==> src/rtl/airlock_cycle_ctrl_pkg.sv <==
// -----------------------------------------------------------------------------
// airlock_pkg
// Shared types and defaults for the airlock cycle controller.
//   - state_e : 4-bit encoding of the sequencer states
//   - dir_e   : cycle direction (arrival / departure)
//   - DEF_*   : default counter width, wait lengths and phase timeout
//   - wait_cycles() : clamps a configured wait length to at least one cycle
// -----------------------------------------------------------------------------
package airlock_pkg;

  localparam int DEF_CNT_W       = 16;
  localparam int DEF_DEPART_WAIT = 5;
  localparam int DEF_ARRIVE_WAIT = 5;
  localparam int DEF_TIMEOUT     = 1000;

  typedef enum logic [3:0] {
    ST_IDLE      = 4'd0,
    ST_WAIT      = 4'd1,
    ST_EVAC      = 4'd2,
    ST_OPEN_OUT  = 4'd3,
    ST_CLOSE_OUT = 4'd4,
    ST_PRESS     = 4'd5,
    ST_OPEN_IN   = 4'd6,
    ST_CLOSE_IN  = 4'd7,
    ST_FAULT     = 4'd8
  } state_e;

  typedef enum logic {
    DIR_ARR = 1'b0,
    DIR_DEP = 1'b1
  } dir_e;

  // A zero-length wait would make WAIT unreachable as a real state, so the
  // shortest wait is one cycle.
  function automatic int wait_cycles(input int n);
    return (n < 1) ? 1 : n;
  endfunction

endpackage

==> src/rtl/airlock_cycle_ctrl_phase_timer.sv <==
// -----------------------------------------------------------------------------
// phase_timer
// Saturating up-counter that measures how many cycles the controller has
// spent in its current state, compared against a load value.
//   clk       in  clock
//   rst       in  asynchronous active-high reset (count -> 0)
//   restart_i in  state entry: count restarts at 1 (the first cycle in state)
//   en_i      in  count enable; when low the count holds
//   load_i    in  cycle count at which done_o asserts
//   done_o    out count >= load_i
// Because the count is 1 in the first cycle after entry, done_o is high in
// the N-th cycle of a state and the owner leaves on the following edge, i.e.
// exactly N edges after the entry edge.
// -----------------------------------------------------------------------------
module phase_timer #(
  parameter int CNT_W = 16
) (
  input  logic             clk,
  input  logic             rst,
  input  logic             restart_i,
  input  logic             en_i,
  input  logic [CNT_W-1:0] load_i,
  output logic             done_o
);

  logic [CNT_W-1:0] cnt_q;
  logic [CNT_W-1:0] cnt_d;

  always_comb begin
    cnt_d = cnt_q;
    if (restart_i) begin
      cnt_d = CNT_W'(1);
    end else if (en_i && (cnt_q != {CNT_W{1'b1}})) begin
      // Saturate at all-ones so a long stay never wraps back below the load.
      cnt_d = cnt_q + CNT_W'(1);
    end
  end

  always_ff @(posedge clk or posedge rst) begin
    if (rst) begin
      cnt_q <= '0;
    end else begin
      cnt_q <= cnt_d;
    end
  end

  assign done_o = (cnt_q >= load_i);

endmodule

==> src/rtl/airlock_cycle_ctrl.sv <==
// -----------------------------------------------------------------------------
// airlock_cycle_ctrl
// Airlock sequencer running arrival and departure cycles through one FSM:
//   IDLE -> WAIT -> EVAC -> OPEN_OUT -> CLOSE_OUT -> PRESS -> (DEP) IDLE
//                                                          -> (ARR) OPEN_IN
//                                                             -> CLOSE_IN -> IDLE
// Any timed phase that overruns TIMEOUT, or both doors sensed open outside
// IDLE, lands in FAULT until fault_clr.
//
// Ports
//   clk, rst                 clock, asynchronous active-high reset
//   arrive_req, depart_req   single-cycle cycle requests
//   abort                    cancel, honoured only in WAIT
//   proceed                  craft has passed, close the open door
//   fault_clr                FAULT -> IDLE
//   pressurized, evacuated   chamber pressure sensors
//   inner_open, outer_open   door sensors
//   arriving, departing      active cycle direction
//   pump_evac, pump_press    pump commands
//   open_inner, open_outer   door-open commands
//   req_rej                  one-cycle pulse, request refused
//   cycle_done               one-cycle pulse, normal return to IDLE
//   fault                    block is in FAULT
//
// All outputs are registered from the next state, so they are valid in the
// first cycle after the state-entry edge.
//
// Build option: define AIRLOCK_REQ_QUEUE_EN to add a one-deep pending-request
// register that holds the first request arriving while a cycle is running.
// -----------------------------------------------------------------------------
module airlock_cycle_ctrl
  import airlock_pkg::*;
#(
  parameter int CNT_W       = DEF_CNT_W,
  parameter int DEPART_WAIT = DEF_DEPART_WAIT,
  parameter int ARRIVE_WAIT = DEF_ARRIVE_WAIT,
  parameter int TIMEOUT     = DEF_TIMEOUT,
  parameter int ARRIVE_PRIO = 1
) (
  input  logic clk,
  input  logic rst,
  input  logic arrive_req,
  input  logic depart_req,
  input  logic abort,
  input  logic proceed,
  input  logic fault_clr,
  input  logic pressurized,
  input  logic evacuated,
  input  logic inner_open,
  input  logic outer_open,
  output logic arriving,
  output logic departing,
  output logic pump_evac,
  output logic pump_press,
  output logic open_inner,
  output logic open_outer,
  output logic req_rej,
  output logic cycle_done,
  output logic fault
);

  localparam logic [CNT_W-1:0] DEP_N = CNT_W'(wait_cycles(DEPART_WAIT));
  localparam logic [CNT_W-1:0] ARR_N = CNT_W'(wait_cycles(ARRIVE_WAIT));
  localparam logic [CNT_W-1:0] TMO_N = CNT_W'(TIMEOUT);

  state_e state_q, state_d;
  dir_e   dir_q, dir_d;
  // Set once the door being opened has been sensed open in OPEN_OUT/OPEN_IN;
  // from then on the state only waits for proceed and is no longer timed.
  logic   opened_q, opened_d, opened;

  logic   req_rej_q, req_rej_d;
  logic   cycle_done_q, cycle_done_d;
  logic   arriving_q, arriving_d;
  logic   departing_q, departing_d;
  logic   pump_evac_q, pump_evac_d;
  logic   pump_press_q, pump_press_d;
  logic   open_inner_q, open_inner_d;
  logic   open_outer_q, open_outer_d;
  logic   fault_q, fault_d;

  logic   start_ok, any_req, both_req, busy;
  dir_e   req_dir;
  logic   timer_done, timer_en, timer_restart;
  logic [CNT_W-1:0] timer_load;

  logic   pend_valid_q;
  dir_e   pend_dir_q;
  logic   queue_rej;

  assign start_ok = pressurized && !inner_open && !outer_open;
  assign any_req  = arrive_req || depart_req;
  assign both_req = arrive_req && depart_req;
  assign req_dir  = both_req   ? ((ARRIVE_PRIO != 0) ? DIR_ARR : DIR_DEP)
                  : arrive_req ? DIR_ARR : DIR_DEP;
  assign busy     = (state_q != ST_IDLE) && (state_q != ST_FAULT);

  // ---------------------------------------------------------------------------
  // Shared phase timer: WAIT length in WAIT, timeout everywhere else.
  // ---------------------------------------------------------------------------
  assign timer_load    = (state_q == ST_WAIT)
                       ? ((dir_q == DIR_DEP) ? DEP_N : ARR_N)
                       : TMO_N;
  assign timer_restart = (state_d != state_q);
  assign timer_en      = !(((state_q == ST_OPEN_OUT) || (state_q == ST_OPEN_IN)) && opened_q);

  phase_timer #(
    .CNT_W (CNT_W)
  ) u_timer (
    .clk       (clk),
    .rst       (rst),
    .restart_i (timer_restart),
    .en_i      (timer_en),
    .load_i    (timer_load),
    .done_o    (timer_done)
  );

  // ---------------------------------------------------------------------------
  // Next-state logic
  // ---------------------------------------------------------------------------
  always_comb begin
    state_d      = state_q;
    dir_d        = dir_q;
    opened       = opened_q;
    req_rej_d    = 1'b0;
    cycle_done_d = 1'b0;

    case (state_q)
      ST_IDLE: begin
        if (pend_valid_q) begin
          // A held request has its one chance in the first IDLE cycle; any
          // fresh request in that same cycle loses to it.
          if (start_ok) begin
            state_d = ST_WAIT;
            dir_d   = pend_dir_q;
          end else begin
            req_rej_d = 1'b1;
          end
          if (any_req) begin
            req_rej_d = 1'b1;
          end
        end else if (any_req) begin
          if (start_ok) begin
            state_d = ST_WAIT;
            dir_d   = req_dir;
          end
          if (!start_ok || both_req) begin
            req_rej_d = 1'b1;
          end
        end
      end

      ST_WAIT: begin
        if (abort) begin
          state_d = ST_IDLE;
        end else if (timer_done) begin
          state_d = ST_EVAC;
        end
      end

      ST_EVAC: begin
        if (evacuated) begin
          state_d = ST_OPEN_OUT;
        end else if (timer_done) begin
          state_d = ST_FAULT;
        end
      end

      ST_OPEN_OUT: begin
        opened = opened_q || outer_open;
        if (opened && proceed) begin
          state_d = ST_CLOSE_OUT;
        end else if (!opened && timer_done) begin
          state_d = ST_FAULT;
        end
      end

      ST_CLOSE_OUT: begin
        if (!outer_open) begin
          state_d = ST_PRESS;
        end else if (timer_done) begin
          state_d = ST_FAULT;
        end
      end

      ST_PRESS: begin
        if (pressurized) begin
          if (dir_q == DIR_DEP) begin
            state_d      = ST_IDLE;
            cycle_done_d = 1'b1;
          end else begin
            state_d = ST_OPEN_IN;
          end
        end else if (timer_done) begin
          state_d = ST_FAULT;
        end
      end

      ST_OPEN_IN: begin
        opened = opened_q || inner_open;
        if (opened && proceed) begin
          state_d = ST_CLOSE_IN;
        end else if (!opened && timer_done) begin
          state_d = ST_FAULT;
        end
      end

      ST_CLOSE_IN: begin
        if (!inner_open) begin
          state_d      = ST_IDLE;
          cycle_done_d = 1'b1;
        end else if (timer_done) begin
          state_d = ST_FAULT;
        end
      end

      ST_FAULT: begin
        if (any_req) begin
          req_rej_d = 1'b1;
        end
        if (fault_clr) begin
          state_d = ST_IDLE;
        end
      end

      default: begin
        state_d = ST_FAULT;
      end
    endcase

    // Door interlock breach overrides every other transition, including a
    // fault_clr attempted while both doors still read open.
    if ((state_q != ST_IDLE) && inner_open && outer_open) begin
      state_d      = ST_FAULT;
      cycle_done_d = 1'b0;
    end

    opened_d = (state_d == state_q) ? opened : 1'b0;
  end

  // ---------------------------------------------------------------------------
  // Optional pending-request register
  // ---------------------------------------------------------------------------
`ifdef AIRLOCK_REQ_QUEUE_EN
  logic pend_valid_d;
  dir_e pend_dir_d;

  always_comb begin
    pend_valid_d = pend_valid_q;
    pend_dir_d   = pend_dir_q;
    queue_rej    = 1'b0;
    // Consumed (accepted or refused) in the first IDLE cycle.
    if (state_q == ST_IDLE) begin
      pend_valid_d = 1'b0;
    end
    if (busy && any_req) begin
      if (!pend_valid_q) begin
        pend_valid_d = 1'b1;
        pend_dir_d   = req_dir;
        queue_rej    = both_req;
      end else begin
        queue_rej = 1'b1;
      end
    end
    if (state_d == ST_FAULT) begin
      pend_valid_d = 1'b0;
    end
  end

  always_ff @(posedge clk or posedge rst) begin
    if (rst) begin
      pend_valid_q <= 1'b0;
      pend_dir_q   <= DIR_ARR;
    end else begin
      pend_valid_q <= pend_valid_d;
      pend_dir_q   <= pend_dir_d;
    end
  end
`else
  // Requests during a running cycle are dropped silently.
  assign pend_valid_q = 1'b0;
  assign pend_dir_q   = DIR_ARR;
  assign queue_rej    = 1'b0;
`endif

  // ---------------------------------------------------------------------------
  // Moore outputs, computed from the next state and registered.
  // Door commands are masked by the opposite door sensor.
  // ---------------------------------------------------------------------------
  always_comb begin
    arriving_d   = (state_d != ST_IDLE) && (state_d != ST_FAULT) && (dir_d == DIR_ARR);
    departing_d  = (state_d != ST_IDLE) && (state_d != ST_FAULT) && (dir_d == DIR_DEP);
    pump_evac_d  = (state_d == ST_EVAC);
    pump_press_d = (state_d == ST_PRESS);
    open_outer_d = (state_d == ST_OPEN_OUT) && !opened_d && !inner_open;
    open_inner_d = (state_d == ST_OPEN_IN)  && !opened_d && !outer_open;
    fault_d      = (state_d == ST_FAULT);
  end

  always_ff @(posedge clk or posedge rst) begin
    if (rst) begin
      state_q      <= ST_IDLE;
      dir_q        <= DIR_ARR;
      opened_q     <= 1'b0;
      req_rej_q    <= 1'b0;
      cycle_done_q <= 1'b0;
      arriving_q   <= 1'b0;
      departing_q  <= 1'b0;
      pump_evac_q  <= 1'b0;
      pump_press_q <= 1'b0;
      open_inner_q <= 1'b0;
      open_outer_q <= 1'b0;
      fault_q      <= 1'b0;
    end else begin
      state_q      <= state_d;
      dir_q        <= dir_d;
      opened_q     <= opened_d;
      req_rej_q    <= req_rej_d || queue_rej;
      cycle_done_q <= cycle_done_d;
      arriving_q   <= arriving_d;
      departing_q  <= departing_d;
      pump_evac_q  <= pump_evac_d;
      pump_press_q <= pump_press_d;
      open_inner_q <= open_inner_d;
      open_outer_q <= open_outer_d;
      fault_q      <= fault_d;
    end
  end

  assign arriving   = arriving_q;
  assign departing  = departing_q;
  assign pump_evac  = pump_evac_q;
  assign pump_press = pump_press_q;
  assign open_inner = open_inner_q;
  assign open_outer = open_outer_q;
  assign req_rej    = req_rej_q;
  assign cycle_done = cycle_done_q;
  assign fault      = fault_q;

endmodule

==> config.mk <==
export PLATFORM = sky130hd
export DESIGN_NAME = airlock_cycle_ctrl
export DESIGN_NICKNAME = d
export VERILOG_FILES = /design/src/rtl/airlock_cycle_ctrl_pkg.sv /design/src/rtl/airlock_cycle_ctrl_phase_timer.sv /design/src/rtl/airlock_cycle_ctrl.sv
export SDC_FILE = /design/constraint.sdc
export NUM_CORES = 1
export LEC_CHECK = 0
export ABC_CLOCK_PERIOD_IN_PS = 5600
export CAP_MARGIN = 20
export CORE_UTILIZATION = 56
export CTS_BUF_LIST = sky130_fd_sc_hd__clkbuf_4
export DETAILED_ROUTE_END_ITERATION = 8
export PLACE_DENSITY = 0.77
export SLEW_MARGIN = 25
export SYNTH_ARGS = -nofsm -noshare
export SYNTH_HDL_FRONTEND = slang
export SYNTH_HIERARCHICAL = 1
export SYNTH_SLANG_ARGS = --single-unit
==> constraint.sdc <==
create_clock -name clk -period 5.6 [get_ports clk]
set_clock_uncertainty 0.05 [all_clocks]
set_input_delay 1.12 -clock clk [delete_from_list [all_inputs] [get_ports clk]]
set_output_delay 1.12 -clock clk [all_outputs]
set_load 0.05 [all_outputs]
==> results of run 1 <==
[cells by family after synthesis]
kind of cell,share of synthesized area (%)
and+or+nand+nor,28.90
AOI/OAI and AO/OA,22.28
buffers and inverters,7.290
DFF,31.83
adders and majority gates,8.727
muxes,0.8214
other,0.1539
[power by group]
group / internal (mW) / switching (mW)
Combinational: 0.113 / 0.173
Sequential: 0.253 / 0.0436
Clock: 0.0444 / 0.0742
[layout by cell type (no fill, tap or decap), drive strengths merged, types with 4 or more instances in the layout]
master and n:
clkbuf 5, and4 5, nor4 7, nor2 19, o21ai 11, nand2 19
conb 8, a21oi 29, nand3b 4, nor2b 5, nand3 7, clkdlybuf4s50 19
or3 5, dfrtp 31, nor3 10, ha 17, or4 4, inv 26
nand4 5
[critical path, stage by stage (launching register included)]
cell	delay (ns)
dfrtp_1	0.57
or4b_4	0.68
inv_1	0.11
ha_1	0.13
nand2b_1	0.10
a2111oi_0	0.09
or4_1	0.52
o211ai_1	0.29
inv_2	0.14
o311a_1	0.42
nor4_1	0.49
a21o_1	0.27
a2111oi_4	0.11
nand4bb_1	0.11
buf_4	0.23
inv_1	0.09
o311ai_0	0.09
o41ai_1	0.13
[per-layer routing]
metal,vias to the layer above,GRT usage (%)
met5,-,0
met4,0,7.292
met3,9,5.333
met2,60,50.12
met1,1026,31.64
li1,1070,-
[path summary, 6_finish.rpt]
| check | to | slack, ns | cells after the start |
|---|---|---|---|
| worst max-delay path | u_timer/cnt_q[10] | 0.85 | 17 |
| worst min-delay path | u_timer/cnt_q[10] | 0.51 | 1 |
| worst max register to register | u_timer/cnt_q[10] | 0.85 | 17 |
| worst min register to register | u_timer/cnt_q[10] | 0.51 | 1 |
| max in group asynchronous | u_timer/cnt_q[1] | 3.96 | 2 |
| min in group asynchronous | dir_q | 1.11 | 2 |
[per-stage QoR]
step / util, % / hold WS, ns / setup WS, ns
after floorplan: - / 0.4374 / 1.514
after global placement: 64.88 / 0.4887 / 1.060
after detailed placement: 64.88 / 0.5019 / 0.9207
after CTS: 66.01 / 0.5152 / 0.9068
after global routing: 66.01 / 0.5494 / 0.4733
final: 66.01 / 0.5115 / 0.8515
[cell type report]
class                      count  area, um^2  share of cell area [%]
timing repair buffer          21       205.2                   7.607
inverter                      26       97.59                   3.618
sequential                    31       775.7                   28.76
clock inverter                 2       8.758                  0.3247
clock buffer                   5       37.54                   1.391
multi-input combinational    213        1510                   55.98
tap                           50       62.56                   2.319
==> flow_metrics.tcl, run 1 <==
set metrics [dict create \
    area_growth_pct 10.68 \
    die_h_um 67.97 \
    cts_num_sinks 31 \
    tns_ns 0 \
    row_count 23 \
    place_area_mm2 0.002651 \
    finalCritPeriodShare_pct 84.80 \
    grt_pass1_vias 2024 \
    highest_layer "met4" \
    vias_per_cell 6.221 \
    antenna_found_initial 0 \
    maxCapViolCount 0 \
    clk_pin_slew_ns 0.09 \
    track_usage_pct 27.22 \
    core_mm2 0.004086 \
    p_per_area_mw_per_mm2 259.6 \
    place_congestion 0.9117 \
    fin_crit_ns 4.749 \
    rsz0062_at_grt "no" \
    vdd.ir_drop.worst_v 0.0002415 \
    htreeDepth 2 \
    cts_tree "done" \
    yosys_warnings 6 \
    first_iter_violations 95 \
    postCtsSetupRepairBufs 0 \
    routed_wl_um 5473 \
    hp-start "u_timer/cnt_q[10]" \
    path_class "reg -> reg" \
    regMostFlops "u_timer/cnt_q" \
    die-area_mm2 0.004620 \
    n_antenna_cell 0 \
    p_leak_nw 1.183 \
    final_nets 326 \
    synth.top_cell.area_share_pct 31.83 \
    wl_met3_um 249 \
    top_regs "u_timer/cnt_q: 16 flops, state_q: 4 flops" \
    synth.most_common_cell "dfrtp_1" \
    synth_area_per_cell_um2 8.895 \
    io_pins 20 \
    cts_buffers 5 \
    synth_area_mm2 0.002437 \
    hold_viol_final 0 \
    slew_headroom_pct 37.20 \
    worst_pin_slew_ns 0.9333 \
    hold_buffers 0 \
    synthCells 274 \
    fp.dieW_um 67.97 \
    cp.required_ns 5.75 \
    synth.area.top_cells "dfrtp_1, ha_1, a21oi_1" \
    io_buffer_count 19 \
    placed_cells 341 \
    insertion_delay_ns 0.32 \
    vias 2165 \
    fillerInstances 354 \
    grt_pass1_wl_um 9294 \
    hpwl_um 4135 \
    worstSetupStartpoint "state_q[1]" \
    report.final.slew_viol_count 0 \
    status "completed" \
    root_buffer "clkbuf_4" \
    final_cells 348 \
    routedWlPerCell_um 15.73 \
    drive_gt1_share_pct 9.060 \
    worstPathArrival_ns 4.90 \
    r2r-start "state_q[1]" \
    grt_max_degree 19 \
    firstDrtPassIters 4 \
    cp_max_fo 18 \
    synthArstFlopShare_pct 100.0 \
    crit_path_end_kind "flip-flop" \
    grt_overflow_total 0 \
    initial_core_util_pct 59.64 \
    fin_area_mm2 0.002698 \
    cts.path.max_buffers 2 \
    setup_viol 0 \
    worst_setup_path_start_kind "flip-flop" \
    ys_seq_area_share_pct 31.83 \
    largest_reg_flops 16 \
    fmax_mhz 210.6 \
    cts_resized 0 \
    wl_met2_um 2853 \
    ant_nets 0 \
    yosys.area.top_type "dfrtp_1" \
    synth-edff-count 0 \
    drt-met1-wl_um 2276 \
    ys_top_cells_by_count "dfrtp_1, a21oi_1, inv_1, nand2_1, nor2_1" \
    min-delay-path-class "reg -> reg" \
    ys.flop_type "dfrtp_1" \
    synth-seq-cells 31 \
    drc_errors 0 \
    synth_cell_type_count 66 \
    total_power_mw 0.7002 \
]
(Power assumes the default switching activity.)
==> inputs of run 2 (changes only) <==
--- a/config.mk
+++ b/config.mk
@@ -5,7 +5,7 @@
 export SDC_FILE = /design/constraint.sdc
 export NUM_CORES = 1
 export LEC_CHECK = 0
-export ABC_CLOCK_PERIOD_IN_PS = 5600
+export ABC_CLOCK_PERIOD_IN_PS = 4900
 export CAP_MARGIN = 20
 export CORE_UTILIZATION = 56
 export CTS_BUF_LIST = sky130_fd_sc_hd__clkbuf_4
==> constraint.sdc (replaced) <==
create_clock -name clk -period 4.9 [get_ports clk]
set_clock_uncertainty 0.05 [all_clocks]
set_input_delay 0.98 -clock clk [delete_from_list [all_inputs] [get_ports clk]]
set_output_delay 0.98 -clock clk [all_outputs]
set_load 0.05 [all_outputs]
==> run 2 against run 1 <==
  * Count of clock-buffer cells in the layout stayed put
  * Setup slack worse by 0.46 ns
  * Utilization rose by 1.3 points
  * Critical endpoint unchanged
  * Sequential share of layout area is 0.55 points lower
  * First-iteration DRC count is 19% higher
  * Flip-flop and latch count is the same
  * Combinational power grew 20%
  * Non-clock buffer count is 3 higher
  * Total power is 23% higher
  * Fmax is 5.2% higher
  * Final area increased by 1.9%
  * Global-route usage is 0.82 points higher
==> flow_metrics.tcl, run 2 (synthesized netlist as in run 1, its figures left out) <==
set metrics [dict create \
    htreeDepth 2 \
    p_seq_share_pct 37.9 \
    cts_num_sinks 31 \
    area_growth_pct 12.83 \
    fin_area_mm2 0.002750 \
    multi_input_area_mm2 0.001510 \
    worstSetupStartpoint "state_q[1]" \
    io_buffer_count 19 \
    grt_overflow_total 0 \
    placed_cells 344 \
    min-delay-path-class "reg -> reg" \
    drc_errors 0 \
    cp_common_cell "inv_1" \
    crit_end "u_timer/cnt_q[10]" \
    vdd.ir_drop.worst_v 0.0002171 \
    fin_crit_ns 4.513 \
    hpwl_um 4316 \
    firstDrtPassIters 4 \
    die_h_um 67.97 \
    clk_pin_slew_ns 0.10 \
    path_class "reg -> reg" \
    final_util_pct 67.30 \
    fillerInstances 353 \
    tns_ns 0 \
    status "completed" \
    mostFrequentLayoutCells "dfrtp_1, a21oi_1, inv_1" \
    fmax_mhz 221.6 \
    top_regs "u_timer/cnt_q: 16 flops, state_q: 4 flops" \
    p_sw_mw 0.3381 \
    p_leak_nw 1.213 \
    first_iter_violations 113 \
    grt_max_degree 19 \
    path_cells "or4b_4 > inv_1 > ha_1 > and4_1 > nand3b_1 > or4_1 > o211ai_1 > inv_2 > o311a_1 > nor4_1 > a21o_1 > a2111oi_4 > nand4bb_1 > buf_4 > inv_1 > o311ai_0 > o41ai_1" \
    n_antenna_cell 0 \
    routed_wl_um 5716 \
    finalCritPeriodShare_pct 92.10 \
    cp_max_fo 18 \
    p_clk_share_pct 22.7 \
    place_area_mm2 0.002674 \
    whs_ns 0.5252 \
    pwr-share-comb_pct 39.4 \
    root_buffer "clkbuf_4" \
    p_int_mw 0.5266 \
    slowest_delay_ns 0.60 \
    switching_share_pct 39.10 \
    initial_core_util_pct 59.64 \
    setup_viol 0 \
    die-area_mm2 0.004620 \
    io_pins 20 \
    vias 2218 \
    antenna_found_initial 0 \
    fp.dieW_um 67.97 \
    cts_buffers 5 \
    cts.path.max_buffers 2 \
    row_count 23 \
    hold_viol_final 0 \
    ff_latch_area_um2 775.7 \
    grt_pass1_wl_um 9577 \
    rsz0062_at_grt "no" \
    regMostFlops "u_timer/cnt_q" \
    track_usage_pct 28.04 \
    cts_resized 0 \
    slew_headroom_pct 41.44 \
    final_nets 329 \
    worst_setup_path_start_kind "flip-flop" \
    final_cells 352 \
    insertion_delay_ns 0.32 \
    postCtsSetupRepairBufs 0 \
    r2r_end "u_timer/cnt_q[10]" \
    report.final.slew_viol_count 0 \
    drive_gt1_share_pct 10.26 \
    p_per_area_mw_per_mm2 314.4 \
    final_common_cell "dfrtp_1" \
    routedWlPerCell_um 16.24 \
    r2r-start "state_q[1]" \
    vias_per_cell 6.301 \
    core_mm2 0.004086 \
    worst_pin_slew_ns 0.8704 \
    worstPathArrival_ns 4.65 \
    largest_reg_flops 16 \
    ant_nets 0 \
    place_congestion 0.9268 \
    maxCapViolCount 0 \
    cp.required_ns 5.04 \
    cp_slowest_cell "or4b_4" \
    cts_tree "done" \
    crit_path_end_kind "flip-flop" \
    hold_buffers 0 \
    grt_pass1_vias 2073 \
    r2r.worst_path.cells 17 \
    rrSetupSlack_ns 0.39 \
]
run 2: changes by cell type in the layout (fill, tap and decap cells not counted), sizes merged:
| cell | previous run | this run |
|---|---|---|
| bufinv | 0 | 1 |
| buf | 2 | 5 |
run 2: area by class of cell:
| cell class | instances | share of cell area (%) |
|---|---|---|
| clock inverters | 3 | 1.410 |
| flip-flops and latches | 31 | 28.21 |
| clock buffers | 5 | 1.365 |
| repair buffers | 24 | 8.280 |
| multi-input cells | 213 | 54.91 |
| well taps | 50 | 2.275 |
| inverters | 26 | 3.549 |
run 2: worst min path at each step:
stage                      start           endpoint  slack [ns]  cells after the start
4_1_cts        u_timer/cnt_q[10]  u_timer/cnt_q[10]        0.52                      1
6_report       u_timer/cnt_q[10]  u_timer/cnt_q[10]        0.53                      1
5_1_grt        u_timer/cnt_q[10]  u_timer/cnt_q[10]        0.56                      1
2_1_floorplan  u_timer/cnt_q[10]  u_timer/cnt_q[10]        0.44                      1
3_5_place_dp   u_timer/cnt_q[10]  u_timer/cnt_q[10]        0.50                      1
3_3_place_gp   u_timer/cnt_q[10]  u_timer/cnt_q[10]        0.49                      1
run 2: through the flow:
stage	power (mW)	setup slack (ns)
2_1_floorplan	0.5920	0.8142
3_3_place_gp	0.6668	0.6369
3_5_place_dp	0.6700	0.4892
4_1_cts	0.8684	0.3961
5_1_grt	0.9252	0.05368
6_report	0.8646	0.3871
run 2: metal layers:
metal,vias to the layer above,share of wire (%),track usage (%)
met4,0,1.7,10.68
met3,8,3.6,4.833
li1,1080,-,-
met1,1070,42,30.75
met2,60,53,52.82
met5,-,0,0
run 2: worst max-delay path: cells and delay by family (launching register included):
kind	cells	cell delay [ns]
adders and majority gates	1	0.15
AOI/OAI and AO/OA	6	1.36
buffers and inverters	4	0.55
DFF	1	0.39
and+or+nand+nor	6	1.86
run 2: power groups by stage:
stage               Sequential [mW]  Combinational, mW  Clock [mW]
floorplan                     0.350              0.242           0
global placement              0.333              0.334           0
detailed placement            0.332              0.338           0
CTS                           0.328              0.340       0.200
global route                  0.331              0.383       0.211
finish                        0.328              0.341       0.196
==> inputs of run 3 (changes only) <==
--- a/config.mk
+++ b/config.mk
@@ -7,6 +7,7 @@
 export LEC_CHECK = 0
 export ABC_CLOCK_PERIOD_IN_PS = 4900
 export CAP_MARGIN = 20
+export CORE_ASPECT_RATIO = 2
 export CORE_UTILIZATION = 56
 export CTS_BUF_LIST = sky130_fd_sc_hd__clkbuf_4
 export DETAILED_ROUTE_END_ITERATION = 8
==> run 3 against run 2 <==
  * Utilization down 0.27 points
  * Via count up 2.7%
  * Critical path depth unchanged
  * Register-to-register slack about the same
  * Sequential power up 2%
  * Final area up 0.64%
  * Combinational power up 2%
  * Total power up 1.5%
  * Flip-flop and latch count unchanged
  * Global-route usage down 0.092 points
  * First-iteration DRC count down 51%
  * Wire length up 7.6%
  * Largest power group unchanged
  * Highest routed layer unchanged
==> flow_metrics.tcl, run 3 (synthesized netlist as in run 1, its figures left out) <==
set metrics [dict create \
    postCtsSetupRepairBufs 0 \
    cts_buffers 5 \
    vias 2278 \
    ff_latch_area_um2 775.7 \
    hpwl_um 4789 \
    worstPathArrival_ns 4.67 \
    fin_crit_ns 4.514 \
    status "completed" \
    finalCritPeriodShare_pct 92.12 \
    fmax_mhz 221.5 \
    pre_cts_slack_ns 0.4618 \
    initial_core_util_pct 59.03 \
    core_mm2 0.004129 \
    place_congestion 0.9420 \
    tns_ns 0 \
    insertion_delay_ns 0.33 \
    slew_headroom_pct 39.94 \
    fin_area_mm2 0.002768 \
    cp_slowest_cell "or4b_4" \
    n_antenna_cell 0 \
    report.final.slew_viol_count 0 \
    crit_path_end_kind "flip-flop" \
    grt_max_degree 19 \
    p_per_area_mw_per_mm2 317.1 \
    largest_reg_flops 16 \
    hold_viol_final 0 \
    final_common_cell "dfrtp_1" \
    first_iter_violations 55 \
    routedWlPerCell_um 17.28 \
    root_buffer "clkbuf_4" \
    clk_pin_slew_ns 0.10 \
    vdd.ir_drop.worst_v 0.0001981 \
    htreeDepth 2 \
    min-delay-path-class "reg -> reg" \
    hold_buffers 0 \
    firstDrtPassIters 4 \
    p_leak_nw 1.223 \
    path_class "reg -> reg" \
    slowest_delay_ns 0.60 \
    drc_errors 0 \
    drive_gt1_share_pct 10.86 \
    ant_nets 0 \
    multi_input_area_mm2 0.001510 \
    fp.dieW_um 48.65 \
    setup_viol 0 \
    cp.required_ns 5.06 \
    worst_setup_path_start_kind "flip-flop" \
    die_h_um 95.30 \
    top_regs "u_timer/cnt_q: 16 flops, state_q: 4 flops" \
    rsz0062_at_grt "no" \
    routed_wl_um 6152 \
    track_usage_pct 27.95 \
    cts_tree "done" \
    grt_overflow_total 0 \
    place_area_mm2 0.002691 \
    fillerInstances 351 \
    cts_resized 0 \
    maxCapViolCount 0 \
    path_cells "or4b_4 > inv_1 > ha_1 > and4_1 > nand3b_1 > or4_1 > o211ai_1 > inv_2 > o311a_1 > nor4_1 > a21o_1 > a2111oi_4 > nand4bb_1 > buf_4 > inv_1 > o311ai_0 > o41ai_1" \
    mostFrequentLayoutCells "dfrtp_1, a21oi_1, inv_1" \
    final_nets 331 \
    fin_ws_ns 0.3859 \
    io_pins 20 \
    antenna_found_initial 0 \
    cp_max_fo 18 \
    area_growth_pct 13.55 \
    crit_buf_inv 4 \
    worst_pin_slew_ns 0.8927 \
    grt_pass1_wl_um 9825 \
    cts.path.max_buffers 2 \
    die-area_mm2 0.004636 \
    crit_family "simple AND/OR/NAND/NOR gates" \
    cts_num_sinks 31 \
    io_buffer_count 19 \
    grt_pass1_vias 2215 \
    cp_common_cell "inv_1" \
    vias_per_cell 6.399 \
    regMostFlops "u_timer/cnt_q" \
    row_count 33 \
]
## run 3: routing by layer
| metal | global-route usage [%] | part of all wire, % |
|---|---|---|
| met1 | 24.45 | 35 |
| met4 | 22.79 | 7.8 |
| met2 | 55.44 | 55 |
| met5 | 0 | 0 |
| met3 | 2.711 | 2.8 |
## run 3: worst register-to-register path, cell delays in order, from the launching register on
cell       delay, ns
dfrtp_1         0.39
or4b_4          0.60
inv_1           0.09
ha_1            0.15
and4_1          0.23
nand3b_1        0.09
or4_1           0.41
o211ai_1        0.30
inv_2           0.14
o311a_1         0.44
nor4_1          0.47
a21o_1          0.28
a2111oi_4       0.11
nand4bb_1       0.11
buf_4           0.23
inv_1           0.10
o311ai_0        0.09
o41ai_1         0.13
## run 3: power by group
part / leakage, nW / internal (mW) / switching (mW)
clock network: 0.0426 / 0.105 / 0.0922
registers: 0.420 / 0.289 / 0.0446
logic: 0.760 / 0.135 / 0.212
total: 1.22 / 0.528 / 0.349
## run 3: cell type report
class                           count  share of cell area, %
Clock buffer                        5                  1.356
Clock inverter                      3                  1.401
Inverter                           26                  3.526
Multi-Input combinational cell    213                  54.57
Sequential cell                    31                  28.03
Tap cell                           52                  2.351
Timing Repair Buffer               26                  8.770
## run 3: final timing paths
path,from,end,slack (ns),cells past startpoint
max,state_q[1],u_timer/cnt_q[10],0.39,17
min,u_timer/cnt_q[10],u_timer/cnt_q[10],0.50,1
max reg2reg,state_q[1],u_timer/cnt_q[10],0.39,17
min reg2reg,u_timer/cnt_q[10],u_timer/cnt_q[10],0.50,1
max in group asynchronous,rst,u_timer/cnt_q[10],3.39,2
min in group asynchronous,rst,open_inner,0.98,2
## run 3: metrics by stage
| stage | total power, mW | util (%) | std cells | hold slack [ns] |
|---|---|---|---|---|
| final | 0.8775 | 67.03 | 356 | 0.5030 |
| after global routing | 0.9239 | 67.03 | 356 | 0.5299 |
| after CTS | 0.8786 | 67.03 | 356 | 0.5016 |
| after detailed placement | 0.6804 | 65.18 | 348 | 0.4890 |
| after global placement | 0.6752 | 65.18 | 348 | 0.4902 |
| after floorplan | 0.5920 | - | 281 | 0.4374 |
